File: src/rtl/alu_muldiv.sv
// Iterative radix-2 multiply/divide unit for the RV M-extension operations.
// Requests are captured on a valid/ready handshake; the result is presented
// on a registered valid/ready response port. kill squashes any in-flight work.
module alu_muldiv #(
  parameter int WD_SIZE  = 32,
  parameter int CNT_BITS = $clog2(WD_SIZE) + 1
) (
  input  logic               clk,
  input  logic               reset_n,
  input  logic               req_valid,
  output logic               req_ready,
  input  logic [2:0]         funct3,
  input  logic [WD_SIZE-1:0] op1_data,
  input  logic [WD_SIZE-1:0] op2_data,
  input  logic               kill,
  output logic               resp_valid,
  input  logic               resp_ready,
  output logic [WD_SIZE-1:0] result
);

  typedef enum logic [2:0] {
    ST_IDLE,
    ST_MUL,
    ST_DIV,
    ST_FIX,
    ST_DONE
  } state_e;

  localparam logic [CNT_BITS-1:0] CNT_LAST = CNT_BITS'(WD_SIZE);
  localparam logic [WD_SIZE-1:0]  MOST_NEG = {1'b1, {(WD_SIZE-1){1'b0}}};

  state_e                 state_q, state_d;
  logic [CNT_BITS-1:0]    cnt_q, cnt_d;
  logic [2:0]             funct3_q, funct3_d;
  logic [WD_SIZE-1:0]     b_q, b_d;
  logic [2*WD_SIZE-1:0]   acc_q, acc_d;
  logic                   neg_q, neg_d;
  logic                   sign1_q, sign1_d;
  logic                   resp_valid_q, resp_valid_d;
  logic [WD_SIZE-1:0]     result_q, result_d;

  // Request decode: signedness, absolute values and special cases.
  logic                   accept;
  logic                   op1_signed, op2_signed;
  logic                   op1_neg, op2_neg;
  logic [WD_SIZE-1:0]     op1_abs, op2_abs;
  logic                   div_by_zero, div_overflow, special;
  logic [WD_SIZE-1:0]     special_res;

  assign accept       = req_valid && (state_q == ST_IDLE) && !kill;
  assign op1_signed   = (funct3 == 3'b001) || (funct3 == 3'b010) ||
                        (funct3 == 3'b100) || (funct3 == 3'b110);
  assign op2_signed   = (funct3 == 3'b001) || (funct3 == 3'b100) ||
                        (funct3 == 3'b110);
  assign op1_neg      = op1_signed && op1_data[WD_SIZE-1];
  assign op2_neg      = op2_signed && op2_data[WD_SIZE-1];
  assign op1_abs      = op1_neg ? -op1_data : op1_data;
  assign op2_abs      = op2_neg ? -op2_data : op2_data;
  assign div_by_zero  = (op2_data == '0);
  // Only the signed forms (DIV, REM) can overflow.
  assign div_overflow = !funct3[0] && (op1_data == MOST_NEG) && (op2_data == '1);
  assign special      = funct3[2] && (div_by_zero || div_overflow);
  // funct3[1] distinguishes the remainder forms from the quotient forms.
  assign special_res  = div_by_zero ? (funct3[1] ? op1_data : '1)
                                    : (funct3[1] ? '0 : op1_data);

  // Shift-add step: add the multiplicand into the high half when the
  // current multiplier bit (acc LSB) is set, then shift right by one.
  logic [WD_SIZE:0]       mul_sum;
  logic [2*WD_SIZE-1:0]   mul_next;

  assign mul_sum  = {1'b0, acc_q[2*WD_SIZE-1:WD_SIZE]} + {1'b0, b_q};
  assign mul_next = acc_q[0] ? {mul_sum, acc_q[WD_SIZE-1:1]}
                             : {1'b0, acc_q[2*WD_SIZE-1:WD_SIZE], acc_q[WD_SIZE-1:1]};

  // Restoring division step: acc holds {partial remainder, dividend/quotient};
  // quotient bits enter at the bottom as dividend bits leave the top.
  logic [WD_SIZE:0]       div_shift, div_diff;
  logic [2*WD_SIZE-1:0]   div_next;

  assign div_shift = {acc_q[2*WD_SIZE-1:WD_SIZE], acc_q[WD_SIZE-1]};
  assign div_diff  = div_shift - {1'b0, b_q};
  assign div_next  = div_diff[WD_SIZE]
                     ? {div_shift[WD_SIZE-1:0], acc_q[WD_SIZE-2:0], 1'b0}
                     : {div_diff[WD_SIZE-1:0],  acc_q[WD_SIZE-2:0], 1'b1};

  // Sign correction and result selection for the FIX cycle.
  logic [2*WD_SIZE-1:0]   prod_fix;
  logic [WD_SIZE-1:0]     quo_fix, rem_fix;
  logic [WD_SIZE-1:0]     fix_res;

  assign prod_fix = neg_q   ? -acc_q : acc_q;
  assign quo_fix  = neg_q   ? -acc_q[WD_SIZE-1:0] : acc_q[WD_SIZE-1:0];
  assign rem_fix  = sign1_q ? -acc_q[2*WD_SIZE-1:WD_SIZE] : acc_q[2*WD_SIZE-1:WD_SIZE];

  // Pick the half of the product, the quotient or the remainder.
  always_comb begin
    fix_res = '0;
    case (funct3_q)
      3'b000:                 fix_res = prod_fix[WD_SIZE-1:0];
      3'b001, 3'b010, 3'b011: fix_res = prod_fix[2*WD_SIZE-1:WD_SIZE];
      3'b100, 3'b101:         fix_res = quo_fix;
      default:                fix_res = rem_fix;
    endcase
  end

  // Next-state logic for the controller and datapath; kill overrides all.
  always_comb begin
    state_d      = state_q;
    cnt_d        = cnt_q;
    funct3_d     = funct3_q;
    b_d          = b_q;
    acc_d        = acc_q;
    neg_d        = neg_q;
    sign1_d      = sign1_q;
    resp_valid_d = resp_valid_q;
    result_d     = result_q;

    case (state_q)
      ST_IDLE: begin
        if (accept) begin
          funct3_d = funct3;
          cnt_d    = '0;
          neg_d    = op1_neg ^ op2_neg;
          sign1_d  = op1_neg;
          b_d      = funct3[2] ? op2_abs : op1_abs;
          acc_d    = {{WD_SIZE{1'b0}}, (funct3[2] ? op1_abs : op2_abs)};
          if (special) begin
            result_d = special_res;
            state_d  = ST_DONE;
          end else begin
            state_d  = funct3[2] ? ST_DIV : ST_MUL;
          end
        end
      end
      ST_MUL: begin
        if (cnt_q == CNT_LAST) begin
          state_d = ST_FIX;
        end else begin
          acc_d = mul_next;
          cnt_d = cnt_q + CNT_BITS'(1);
        end
      end
      ST_DIV: begin
        if (cnt_q == CNT_LAST) begin
          state_d = ST_FIX;
        end else begin
          acc_d = div_next;
          cnt_d = cnt_q + CNT_BITS'(1);
        end
      end
      ST_FIX: begin
        result_d     = fix_res;
        resp_valid_d = 1'b1;
        state_d      = ST_DONE;
      end
      ST_DONE: begin
        // Special cases arrive here straight from IDLE; valid follows a cycle later.
        if (resp_valid_q && resp_ready) begin
          resp_valid_d = 1'b0;
          state_d      = ST_IDLE;
        end else begin
          resp_valid_d = 1'b1;
        end
      end
      default: begin
        state_d      = ST_IDLE;
        resp_valid_d = 1'b0;
      end
    endcase

    if (kill && (state_q != ST_IDLE)) begin
      state_d      = ST_IDLE;
      resp_valid_d = 1'b0;
    end
  end

  // State and datapath registers.
  always_ff @(posedge clk or negedge reset_n) begin
    if (!reset_n) begin
      state_q      <= ST_IDLE;
      cnt_q        <= '0;
      funct3_q     <= '0;
      b_q          <= '0;
      acc_q        <= '0;
      neg_q        <= 1'b0;
      sign1_q      <= 1'b0;
      resp_valid_q <= 1'b0;
      result_q     <= '0;
    end else begin
      state_q      <= state_d;
      cnt_q        <= cnt_d;
      funct3_q     <= funct3_d;
      b_q          <= b_d;
      acc_q        <= acc_d;
      neg_q        <= neg_d;
      sign1_q      <= sign1_d;
      resp_valid_q <= resp_valid_d;
      result_q     <= result_d;
    end
  end

  assign req_ready  = (state_q == ST_IDLE);
  assign resp_valid = resp_valid_q;
  assign result     = result_q;

endmodule

File: config.mk
export PLATFORM = sky130hd
export DESIGN_NAME = alu_muldiv
export DESIGN_NICKNAME = d
export VERILOG_FILES = /design/src/rtl/alu_muldiv.sv
export SDC_FILE = /design/constraint.sdc
export NUM_CORES = 1
export LEC_CHECK = 0
export BUFFER_PORTS_ARGS = -buffer_cell sky130_fd_sc_hd__buf_2
export CAP_MARGIN = 20
export CORE_ASPECT_RATIO = 1.2
export CORE_MARGIN = 3
export CORE_UTILIZATION = 45
export DETAILED_ROUTE_END_ITERATION = 8
export PLACE_DENSITY_LB_ADDON = 0.05
export SYNTH_ARGS = -nofsm -noshare
export SYNTH_HDL_FRONTEND = slang
export SYNTH_SLANG_ARGS = --single-unit
File: constraint.sdc
create_clock -name clk -period 4.3 [get_ports clk]
set_clock_uncertainty 0.05 [all_clocks]
set_input_delay 0 -clock clk [delete_from_list [all_inputs] [get_ports clk]]
set_output_delay 0 -clock clk [all_outputs]
set_load 0.005 [all_outputs]
After elaboration in Yosys (flattened, before gate mapping):

Index checks and enable logic that the tools add are counted.

* register bits: 143
* input port bits: 72
* logic and storage cells: 109

* mux-type cells: 33
* add/sub/neg operators: 8
* bitwise logic cells: 1
* reductions and logical operators: 33
* equal/unequal tests: 25

Operators by type and width (number)
* $mux 64: 6
* $mux 32: 11
* $pmux 64 s3: 1
* $neg 32->32: 4
* $pmux 32 s3: 1
* $eq 32x32->1 const B: 2
* $neg 64->64: 1
* $pmux 32 s2: 1
* $add 32x32->33: 1
* $sub 33x32->33: 1
* $logic_not 32->1: 1
* $eq 3x2->1 const B: 5
* $eq 3x3->1 const B: 5
* $mux 3: 5
* $mux 6: 2
* $pmux 3 s4: 1
* $pmux 6 s2: 1
* $eq 3x1->1 const B: 3
* $logic_and 1x1->1: 9
* $reduce_and 3->1: 3
* $add 6x1->6 const B: 1
* $eq 6x6->1 const B: 1
* $logic_not 3->1: 2
* $logic_or 1x1->1: 6
* other kinds (15): 26

Longest topological paths before layout:

* word-level depth: 9
* gate-level depth with buffers: 14
* mapped depth without buffers: 12

Least setup slack after synthesis:

No wires, ideal clock.

* kind: register to register
* from: register acc_q[32]
* to: register result_q[28], in the netlist result[28]
* setup slack: 1.067 ns
* cell stages (with the launch flop): 14
* required time: 4.112 ns
* arrival: 3.045 ns
* clock period less this slack: 3.233 ns
* cells stage by stage: dfrtp_1 clkbuf_1 inv_1 ha_1 or3b_1 clkbuf_1 nor4b_1 nand3_1 or3_1 or3_1 and2_1 xor2_1 a31oi_1 o221ai_1

* longest elaborated chain between the ends: 4
* elaborated cells between the ends (all ways): 6

RTL lines
* from (decl): line 36 `logic [2*WD_SIZE-1:0] acc_q, acc_d;`
* from (signal assigned): line 185 `acc_q <= '0;`
* from (signal assigned): line 195 `acc_q <= acc_d;`
* $neg 64->64 or $neg 32->32 (tied branches): line 92, 94
* $mux 64 or $mux 32 (tied branches): line 92, 94
* $pmux 32 s3 (*): line 99 `case (funct3_q)`
* $pmux 32 s2 (*): line 119 `case (state_q)`
* to (signal assigned): line 199 `result_q <= result_d;`
* to (decl): line 40 `logic [WD_SIZE-1:0] result_q, result_d;`

Every way passes the cells marked *; elsewhere a longest branch is shown, timed or not.
A chain may end at the register's enable or synchronous reset.

Worst setup path in the final report:

* from: register acc_q[33]
* to: register result_q[20], in the netlist result[20]

Same word-level chain as after synthesis.

==> flow_summary_export.csv <==
group,metric,value,unit
power_and_ir_drop,swShare,55.5,%
synthesis,synthAdderAreaFrac,5.95,%
synthesis,ys_async_sr_fraction,100,%
cts,cts_resized,0,
drt,drt_iter0_markers,2095,
timing,finalCritPeriodShare,89.9,%
cells_and_area,nFillCells,3468,
timing,rsz0062_at_grt,"false",
timing,holdWs,0.0237,ns
cells_and_area,area_growth,11.7,%
min_path,min_from,"op1_data[25]",
timing,tightest_slew,0.986,ns
global_route,overflow,0,
timing,hold_viol,0,
synthesis,yosysTopAreaCell,"dfrtp_1",
floorplanning,die_w,177,um
synthesis,netlist-cell-type-count,83,
min_path,hold_path_class,"input port to register",
power_and_ir_drop,irDropWorstVdd,0.392,mV
synthesis,synth_xor_area_share,9.72,%
floorplanning,start_util,45.9,%
synthesis,synth_edf_count,0,
timing,maxSlewHeadroom,33.8,%
cts,post_cts_buffers,0,
floorplanning,die_height,211,um
critical_path,start_kind,"register",
placement,dp_hpwl,52200,um
synthesis,yosys_warnings,0,
drt,first_pass_iters,8,
cells_and_area,nets,2379,
synthesis,synth_compound_area_share,30.7,%
timing,setup_viol,0,
synthesis,synth_top_family_by_area,"compound AO/OA/AOI/OAI gates",
synthesis,synth.net_count,2327,
power_and_ir_drop,power.switching,8.67,mW
synthesis,ys_seq_area_share,22.7,%
timing,post-route-min-period,3.87,ns
drt,vias_per_cell,6.46,
cells_and_area,layout-drive-gt1-share,11.8,%
drt,drt_wl_total,67200,um
drt,wire_per_inst,24.9,um
drt,ant_nets,0,
global_route,met1_usage,46.4,%
critical_path,worstSetupEndpointType,"register",
synthesis,synth_area_leaders,"dfrtp_1 23%, o21ai_0 7.5%, a21oi_1 6.4%, nand2_1 6.2%, ha_1 5.6%",
global_route,grt_pass1_wl,102000,um
global_route,grt_pass1_vias,16500,
floorplanning,fp-row-count,74,
job,max_cap_viol_count,0,
power_and_ir_drop,p_clk_share,9.7,%
cts,htree_levels,4,
floorplanning,coreArea,34400,um2
cts,cts_buffers,17,
global_route,use_met3,5.02,%
synthesis,postSynthCellCount,2182,
synthesis,synth_top_cell_area_share,22.7,%
cts,clock_latency,0.46,ns
timing,setup_tns,0,ns
power_and_ir_drop,p_comb_share,71.6,%
timing,maxSlewViolCount,0,
cts,clk_pin_slew,0.07,ns
synthesis,syn_avg_cell_area,7.23,um2
floorplanning,ios,106,
cts,cts_buffer_depth,2,
drt,drc,0,
power_and_ir_drop,p_per_area,886,nW/um2
global_route,grt_max_degree,77,
synthesis,synthesis.area,15800,um2
synthesis,synth_simple_gate_area_share,22.6,%
drt,vias,17500,
power_and_ir_drop,seq_power_share,18.6,%
critical_path,arrival,4.11,ns
cts,cts_tree,"built",
synthesis,synthMuxAreaShare,2.29,%
global_route,met2_usage,58.2,%
synthesis,ys_ff_latch,143,
critical_path,cp.required,4.55,ns
global_route,busiest_layer,"met2",
critical_path,rr_startpoint,"acc_q[33]",
global_route,antenna_found_initial,2,
critical_path,critical_path.max_fanout,10,
placement,gp_congestion,1.00,
placement,portBuffers,105,
global_route,gr-usage-all-layers,35.7,%
cts,cts_root_buf,"clkbuf_16",
floorplanning,die-area,37300,um2
critical_path,critPathLaunch,"acc_q[33]",
cts,numClockSinks,143,
critical_path,critPathKind,"register to register",
status,status,"finished, final reports clean",
synthesis,ys.flop_type,"dfrtp_1",
cells_and_area,antenna_cells,0,
power_and_ir_drop,p_int,6.94,mW
timing,timing.fmax,0.259,GHz
power_and_ir_drop,p_leak,7.37,nW
==> cells in the mapped netlist, types with 12 or more instances <==
cell type	number
nand2_1	260
o21ai_0	236
a21oi_1	201
nor2_1	176
dfrtp_1	143
clkbuf_1	138
xor2_1	91
xnor2_1	84
inv_1	75
ha_1	71
nor3_1	57
a31oi_1	42
nand3_1	40
a21o_1	39
o211ai_1	34
and3_1	27
a222oi_1	26
mux2i_1	26
nand4_1	26
a211oi_1	24
nand2b_1	22
or3_1	22
o31ai_1	21
or4_1	19
or2_2	16
a22oi_1	15
buf_1	14
o21a_1	14
o41ai_1	14
a221oi_1	13
buf_2	13
nor2b_1	13
nor4_1	13
o221ai_1	13
o311ai_0	12
==> worst max-delay path, stage by stage (launching register included) <==
cell	delay [ns]
dfrtp_1	0.50
inv_1	0.17
ha_1	0.25
or3b_1	0.52
nor4b_1	0.35
nand3_1	0.28
or3_1	0.48
o21ai_0	0.23
xnor2_1	0.11
o221ai_1	0.53
o311ai_0	0.24
==> cells by family (layout without fill, tap and decap cells) <==
group                    after synthesis  in the layout
AO/OA/AOI/OAI                        772            772
AND/OR/NAND/NOR                      739            739
buffers and inverters                244            309
XOR/XNOR                             175            175
flip-flops                           143            143
adder cells (fa/ha/maj)               74             74
multiplexers                          35             35
==> cell usage in the layout, fill, tap and decap left out, types with 75 or more instances in the layout <==
cell type and instances:
a21oi_1 201, dfrtp_1 142, nor2_1 173, buf_4 75, o21ai_0 235, inv_1 75
nand2_1 259, xor2_1 91, xnor2_1 84, buf_2 104
==> flip-flops by register name (all words and copies together) (netlist names) <==
signal      count
b_q            32
funct3_q        3
state_q         3
acc_q          64
neg_q           1
cnt_q           6
resp_valid      1
result         32
sign1_q         1
==> metal layers <==
| layer | wire (um) | up-vias | share of wire (%) |
|---|---|---|---|
| li1 | - | 8110 | - |
| met1 | 27700 | 8323 | 41 |
| met2 | 31100 | 826 | 46 |
| met3 | 4710 | 190 | 7.0 |
| met4 | 3710 | 2 | 5.5 |
| met5 | 14 | - | 0.021 |
==> layout make-up <==
type / count / area [um2] / share of cell area, %
Multi-Input combinational cell: 1795 / 11300 / 64.0
Sequential cell: 143 / 3580 / 20.3
Timing Repair Buffer: 202 / 1330 / 7.52
Tap cell: 456 / 571 / 3.24
Clock buffer: 20 / 457 / 2.59
Inverter: 75 / 282 / 1.60
Clock inverter: 12 / 125 / 0.710
==> metrics by stage <==
stage                     area [um2]  total power, mW  setup slack (ns)  cells  util (%)
after global routing           17600             16.7             0.160   2703      51.3
after global placement         16800             13.7             0.510   2650      49.0
after floorplan                15800             10.2              1.07   2182         -
final                          17600             15.6             0.434   2703      51.3
after CTS                      17600             15.3             0.539   2703      51.3
after detailed placement       16800             13.7             0.534   2650      49.0
==> final timing paths <==
kind                       slack, ns          to  cells after the start
max in group asynchronous       2.97     b_q[20]                      3
min in group asynchronous       0.12   acc_q[61]                      2
min reg2reg                     0.43   result[0]                      2
max                             0.43  result[20]                     10
min                             0.02  result[25]                      5
max reg2reg                     0.43  result[20]                     10
==> power groups by stage <==
stage | clock network (mW) | logic, mW | registers (mW)
5_1_grt | 1.59 | 12.2 | 2.98
4_1_cts | 1.53 | 10.9 | 2.88
2_1_floorplan | 0 | 7.76 | 2.48
6_report | 1.52 | 11.2 | 2.91
3_5_place_dp | 0 | 10.8 | 2.89
3_3_place_gp | 0 | 10.8 | 2.88
==> timing repair <==
| item | CTS | global route |
|---|---|---|
| hold buffers | 21 | 0 |
| hold endpoints to repair | 95 | 0 |
| endpoints found under the setup margin | 0 | 0 |
Note: power is estimated with default switching activity, not from simulation.
